`src/rtl/fake_mix_pipe.sv`:
```
// rtl/fake_mix_pipe.sv - pipelined majority/XNOR response generator with optional MISR (FAKE_MIX_MISR_EN)
module fake_mix_pipe #(
  parameter int               N_IN  = 10,
  parameter int               SIG_W = 8,
  parameter logic [SIG_W-1:0] POLY  = 8'h1D,
  parameter logic [SIG_W-1:0] SEED  = '0,
  parameter int               CNT_W = 16
) (
  input  logic             clk,
  input  logic             rst_n,
  input  logic [N_IN-1:0]  in_vec,
  input  logic             in_valid,
  output logic             in_ready,
  output logic             out_y,
  output logic             out_valid,
  input  logic             out_ready,
  input  logic             sig_clr,
  output logic [SIG_W-1:0] sig_out,
  output logic [CNT_W-1:0] res_cnt
);

  localparam int             PW  = $clog2(N_IN);
  localparam logic [PW:0]    THR = (PW+1)'(N_IN - 1);

  logic [N_IN-1:0] d1;
  logic            v1, v2, v3;
  logic            maj2, top2;
  logic            y3;
  logic            adv;
  logic [PW-1:0]   pcnt;
  logic            maj;

  // A single global stall: everything moves unless the output slot is full and blocked
  assign adv       = !v3 || out_ready;
  assign in_ready  = adv;
  assign out_valid = v3;
  assign out_y     = y3;

  // Popcount of the low N_IN-1 bits and strict-majority compare (ties lose)
  always_comb begin
    pcnt = '0;
    for (int i = 0; i < N_IN - 1; i++) begin
      pcnt = pcnt + {{(PW-1){1'b0}}, d1[i]};
    end
    maj = ({pcnt, 1'b0} > THR);
  end

  // Three-stage pipeline; bubbles carry y=0 so out_y is 0 whenever out_valid is 0
  always_ff @(posedge clk) begin
    if (!rst_n) begin
      d1   <= '0;
      v1   <= 1'b0;
      v2   <= 1'b0;
      v3   <= 1'b0;
      maj2 <= 1'b0;
      top2 <= 1'b0;
      y3   <= 1'b0;
    end else if (adv) begin
      d1   <= in_vec;
      v1   <= in_valid && in_ready;
      maj2 <= maj;
      top2 <= d1[N_IN-1];
      v2   <= v1;
      y3   <= v2 & ~(maj2 ^ top2);
      v3   <= v2;
    end
  end

`ifdef FAKE_MIX_MISR_EN
  logic             acc;
  logic [SIG_W-1:0] sig;
  logic [CNT_W-1:0] cnt;
  logic [SIG_W-1:0] sig_next;

  assign acc     = v3 && out_ready;
  assign sig_out = sig;
  assign res_cnt = cnt;

  // Next MISR state: shift, fold polynomial on carry-out, inject the result bit
  always_comb begin
    sig_next = {sig[SIG_W-2:0], 1'b0} ^ (sig[SIG_W-1] ? POLY : '0)
             ^ {{(SIG_W-1){1'b0}}, y3};
  end

  // Signature and saturating result counter; clear wins over a same-cycle accept
  always_ff @(posedge clk) begin
    if (!rst_n) begin
      sig <= SEED;
      cnt <= '0;
    end else if (sig_clr) begin
      sig <= SEED;
      cnt <= '0;
    end else if (acc) begin
      sig <= sig_next;
      if (cnt != {CNT_W{1'b1}}) begin
        cnt <= cnt + 1'b1;
      end
    end
  end
`else
  logic unused_sig_clr;

  assign unused_sig_clr = sig_clr;
  assign sig_out        = SEED;
  assign res_cnt        = '0;
`endif

endmodule

```
`config.mk`:
```
export PLATFORM = sky130hd
export DESIGN_NAME = fake_mix_pipe
export DESIGN_NICKNAME = d
export VERILOG_FILES = /design/src/rtl/fake_mix_pipe.sv
export SDC_FILE = /design/constraint.sdc
export NUM_CORES = 1
export LEC_CHECK = 0
export ABC_AREA = 1
export CORE_MARGIN = 2
export CORE_UTILIZATION = 39
export DETAILED_ROUTE_END_ITERATION = 10
export GPL_TIMING_DRIVEN = 0
export PLACE_DENSITY = 0.85
export SETUP_SLACK_MARGIN = 0.15
export SLEW_MARGIN = 30
export SYNTH_ARGS = -nofsm -noshare
export SYNTH_HDL_FRONTEND = slang
export SYNTH_SLANG_ARGS = --single-unit
```
`constraint.sdc`:
```
create_clock -name clk -period 3.2 [get_ports clk]
set_clock_uncertainty 0.2 [all_clocks]
set_input_delay 0.64 -clock clk [delete_from_list [all_inputs] [get_ports clk]]
set_output_delay 0.64 -clock clk [all_outputs]
set_load 0.03 [all_outputs]
```
# Word-level counts from Yosys, hierarchy flattened
# Cells that the tools add are included.
# classes
n_addsub	8
multipliers	0
div_mod_pow	0
magnitude_cmp	1
eq_ne	0
n_shift	0
muxes	0
n_bitwise	3
reduce_logical	3
# op_table
op	n
adder 4 x 1 -> 4 bit	5
> comparator 5 x 4 -> 1 bit, second input constant	1
adder 3 x 1 -> 4 bit	1
adder 2 x 1 -> 3 bit	1
adder 1 x 1 -> 2 bit	1
bitwise AND 1 bit	1
logical AND 1 bit	1
zero test 1 bit	1
logical OR 1 bit	1
inverter 1 bit	1
bitwise XOR 1 bit	1
# word_totals
register_bits	16
latchBits	0
ramBits	0
mem_bits_ro	0
input_bits	15
output_inout_bits	27
elab_cells	22
mem_count	0

# Longest topological paths before layout
# logic_depth
depth_word	9
ltp_mapped	14
ltp_nobuf	14

# Least setup slack after synthesis
# Ideal clock, no wire load.
# synth_timing
path_type	flip-flop to flip-flop
start	register d1[0]
end	register maj2
setup_ns	0.056
t_arrival_ns	2.936
t_required_ns	2.944
path_slack_ns	0.009
path_stages_with_launch	14
n_path_buf	0
synth_period_minus_slack_ns	3.191
path_cell_list	dfxtp_1 > inv_1 > fa_1 > fa_1 > fa_1 > inv_1 > fa_1 > inv_1 > fa_1 > nand2_1 > nand3_1 > nand3_1 > nand2_1 > inv_1
# synth_between
elab_chain_cells	9
# synth_lines
item	line	rtl
start: declaration	25	logic [N_IN-1:0] d1;
start signal: assignment	59	d1 <= in_vec;
adder 1 x 1 -> 2 bit	43	pcnt = pcnt + {{(PW-1){1'b0}}, d1[i]};
adder 2 x 1 -> 3 bit	43	
adder 3 x 1 -> 4 bit	43	
adder 4 x 1 -> 4 bit (5 in a row)	43	
> comparator 5 x 4 -> 1 bit	45	maj = ({pcnt, 1'b0} > THR);
end signal: assignment	61	maj2 <= maj;
end: declaration	27	logic maj2, top2;
# No other way between the ends.
# A chain may end at the register's enable or synchronous reset.

# Final worst setup path
# layout_timing
start	register d1[1]
end	register maj2
# The elaborated chain is that of the path after synthesis.

==> run_results.csv <==
group,metric,value,unit
status,outcome,"finished with violations",
status,violations,"setup timing",
power,leakagePower,0.0006987,uW
final_layout,area_delta_synth_final,31.89,%
worst_setup_path,cp-end-kind,"flop",
global_routing,grt_util_all_layers,0.1408,
logic_synthesis,synth_seq_cells,16,
final_layout,antennaDiodeCount,0,
clock_tree,path_clk_slew,0.10,ns
power,power.net_switching,190.4,uW
worst_setup_path,cp_max_fo,2,
sta,fin_ws,-0.04178,ns
floorplanning,die_w,56.31,um
final_layout,nFillCells,224,
hold_path,min_path_type,"flop to flop",
floorplanning,dieArea,3171,um2
power,power_frac_comb,0.359,
clock_tree,cts_sinks,16,
worst_setup_path,start_kind,"flop",
logic_synthesis,ys_seq_area_frac,0.3001,
logic_synthesis,synth.most_common_cell,"buf_4",
worst_setup_path,crit_arrival,3.29,ns
logic_synthesis,synth_common_cells,"buf_4, inv_1, dfxtp_1",
final_layout,instances_no_fill,198,
sta,fin_crit_sh,1.013,
drt,via_per_inst,4.030,
worst_setup_path,critPathTopFamily,"adder cells",
global_routing,grt-ovfl-total,0,
logic_synthesis,synth_top_cell_by_area,"dfxtp_1",
logic_synthesis,yosys-top-cells-area,"dfxtp_1, buf_4, fa_1, inv_1, a21oi_2",
final_layout,drive_above_1_share,0.3988,
worst_setup_path,r2r_slack,-0.04,ns
drt,drtIter0Drc,16,
clock_tree,root_buffer,"clkbuf_4",
sta,tns,-0.04178,ns
sta,min_period,3.242,ns
final_layout,final_nets,191,
power,power_density,399.6,nW/um2
place,dp.cells,192,
sta,setup_viol,1,
global_routing,grt_pass1_vias,800,
worst_setup_path,cp_common_cell,"fa_1",
worst_setup_path,max_stage_delay,0.55,ns
power,internal_power,372.1,uW
place,placed_cell_area,1354,um2
floorplanning,row_count,18,
logic_synthesis,syn-instance-count,123,
sta,hold_ws,0.2683,ns
floorplanning,start_util,0.4194,
place,port_buffers,16,
worst_setup_path,critPathKind,"flop to flop",
drt,ant_nets,0,
drt,drc_errors,0,
power,clock_power_share,0.247,
drt,routedWlPerCell,9.737,um
place,gp_congestion,0.7831,
clock_tree,clkLatencyLatePin,0.30,ns
floorplanning,num_io_pins,42,
worst_setup_path,required,3.25,ns
sta,rsz0062_at_grt,"true",
floorplanning,core,2545,um2
sta,fmax,308.5,MHz
drt,drtPass1Iterations,4,
worst_setup_path,cp_num_buf_inv,4,
final_layout,design_area,1408,um2
worst_setup_path,slowest_stage,"fa_1",
logic_synthesis,synth_top_cell_area_share,0.3001,
power,p_sw_frac,0.3385,
drt,wl,1.928,mm
clock_tree,holdBufCountCts,0,
place,dpl.hpwl,1.510,mm
logic_synthesis,ys_warn_count,0,
logic_synthesis,synth.cell_area,1067,um2
place,dpl_worst_slack,-0.06383,ns
clock_tree,ctsLongestPathBuffers,2,
worst_setup_path,path_cells,"inv_2 -> fa_1 -> fa_1 -> fa_1 -> inv_2 -> fa_2 -> inv_2 -> fa_1 -> nand2_1 -> nand3_1 -> nand3_1 -> nand2_1 -> inv_1",
global_routing,antenna_found_initial,0,
clock_tree,cts_tree,"yes",
floorplanning,chipHeight,56.31,um
clock_tree,numCtsBuffers,3,
power,ir_drop,240.9,uV
global_routing,grt_max_degree,11,
clock_tree,h-tree-depth,1,
logic_synthesis,avgSynthCellArea,8.677,um2
flow_run,cap_violations,0,
logic_synthesis,yosys.cell_types.count,21,
logic_synthesis,async_flop_share,0,
global_routing,grt_pass1_wl,3.436,mm
sta,hold_viol,0,
sta,slew_violations,0,
logic_synthesis,ys_dominant_reg_cell,"dfxtp_1",
logic_synthesis,synth_edf_count,0,
drt,via_count,798,
power,pwr-share-seq,0.394,
per-stage QoR:
step | util | power, uW
after global routing | 0.5531 | 604.6
after detailed placement | 0.5320 | 419.3
after floorplan | - | 377.2
after CTS | 0.5526 | 566.2
after global placement | 0.5320 | 411.8
final | 0.5531 | 562.5
cell type report:
type / instances / area [um2] / share of cell area
buffer: 28 / 229.0 / 0.1627
clock buffer: 4 / 36.28 / 0.02578
inverter: 24 / 92.59 / 0.06578
multi-input combinational: 78 / 514.2 / 0.3653
sequential: 16 / 322.8 / 0.2293
tap: 30 / 37.54 / 0.02667
timing repair buffer: 18 / 175.2 / 0.1244
layout by cell type (no fill, tap or decap):
cell type,count
buf_4,26
inv_4,1
buf_8,1
dfxtp_2,2
clkdlybuf4s50_1,16
o21ai_1,5
inv_2,5
nor2_1,2
nand3_1,3
a21boi_1,1
fa_2,1
conb_1,24
buf_6,3
a21oi_2,9
clkbuf_4,3
inv_1,18
ha_1,2
nand2_2,1
o21ai_0,2
nand2_1,9
o21ai_2,8
nor2_2,6
a21oi_1,1
clkbuf_8,1
fa_1,4
dfxtp_1,14
path summary, 6_finish.rpt:
path,startpoint,end,depth (start not counted)
min reg2reg,d1[1]$_SDFFE_PN0N_,d1[1]$_SDFFE_PN0N_,2
max reg2reg,d1[1]$_SDFFE_PN0N_,maj2$_SDFFE_PN0N_,13
min,d1[1]$_SDFFE_PN0N_,d1[1]$_SDFFE_PN0N_,2
max,d1[1]$_SDFFE_PN0N_,maj2$_SDFFE_PN0N_,13
registers in the layout (all words and copies together) (netlist names):
signal / count
d1: 10
maj2: 1
out_valid: 1
out_y: 1
top2: 1
v1: 1
v2: 1
cells by family (layout without fill, tap and decap cells):
logic type	count (synthesis)	in the layout	share of synthesized area
other	1	24	0.003514
buffers and inverters	52	74	0.3013
flip-flops	16	16	0.3001
adder cells (fa/ha/maj)	7	7	0.1172
AO/OA/AOI/OAI	26	26	0.1841
AND/OR/NAND/NOR	21	21	0.09379
what timing repair did:
| action | 4_1_cts | 5_1_grt |
|---|---|---|
| buffers inserted | 2 | 0 |
| setup endpoints to repair | 1 | 1 |
| pin swaps | 7 | 4 |
| resized for setup | 3 | 2 |
tightest hold or removal path, stage by stage (launching register included):
cell and delay, ns:
dfxtp_2 0.33, inv_2 0.07, a21oi_2 0.05
power groups by stage:
| stage | Sequential [uW] | Combinational (uW) | Clock [uW] |
|---|---|---|---|
| 2_1_floorplan | 226 | 151 | 0 |
| 3_3_place_gp | 225 | 187 | 0 |
| 3_5_place_dp | 226 | 194 | 0 |
| 4_1_cts | 221 | 204 | 141 |
| 5_1_grt | 223 | 230 | 151 |
| 6_report | 222 | 202 | 139 |
metal layers:
| metal | global-route usage | vias up | part of all wire |
|---|---|---|---|
| met5 | 0 | - | 0 |
| met4 | 0.09184 | 0 | 0.025 |
| met3 | 0.02304 | 4 | 0.050 |
| met2 | 0.2487 | 22 | 0.56 |
| met1 | 0.1538 | 355 | 0.37 |
| li1 | - | 417 | - |
Note: power is estimated with default switching activity, not from simulation.
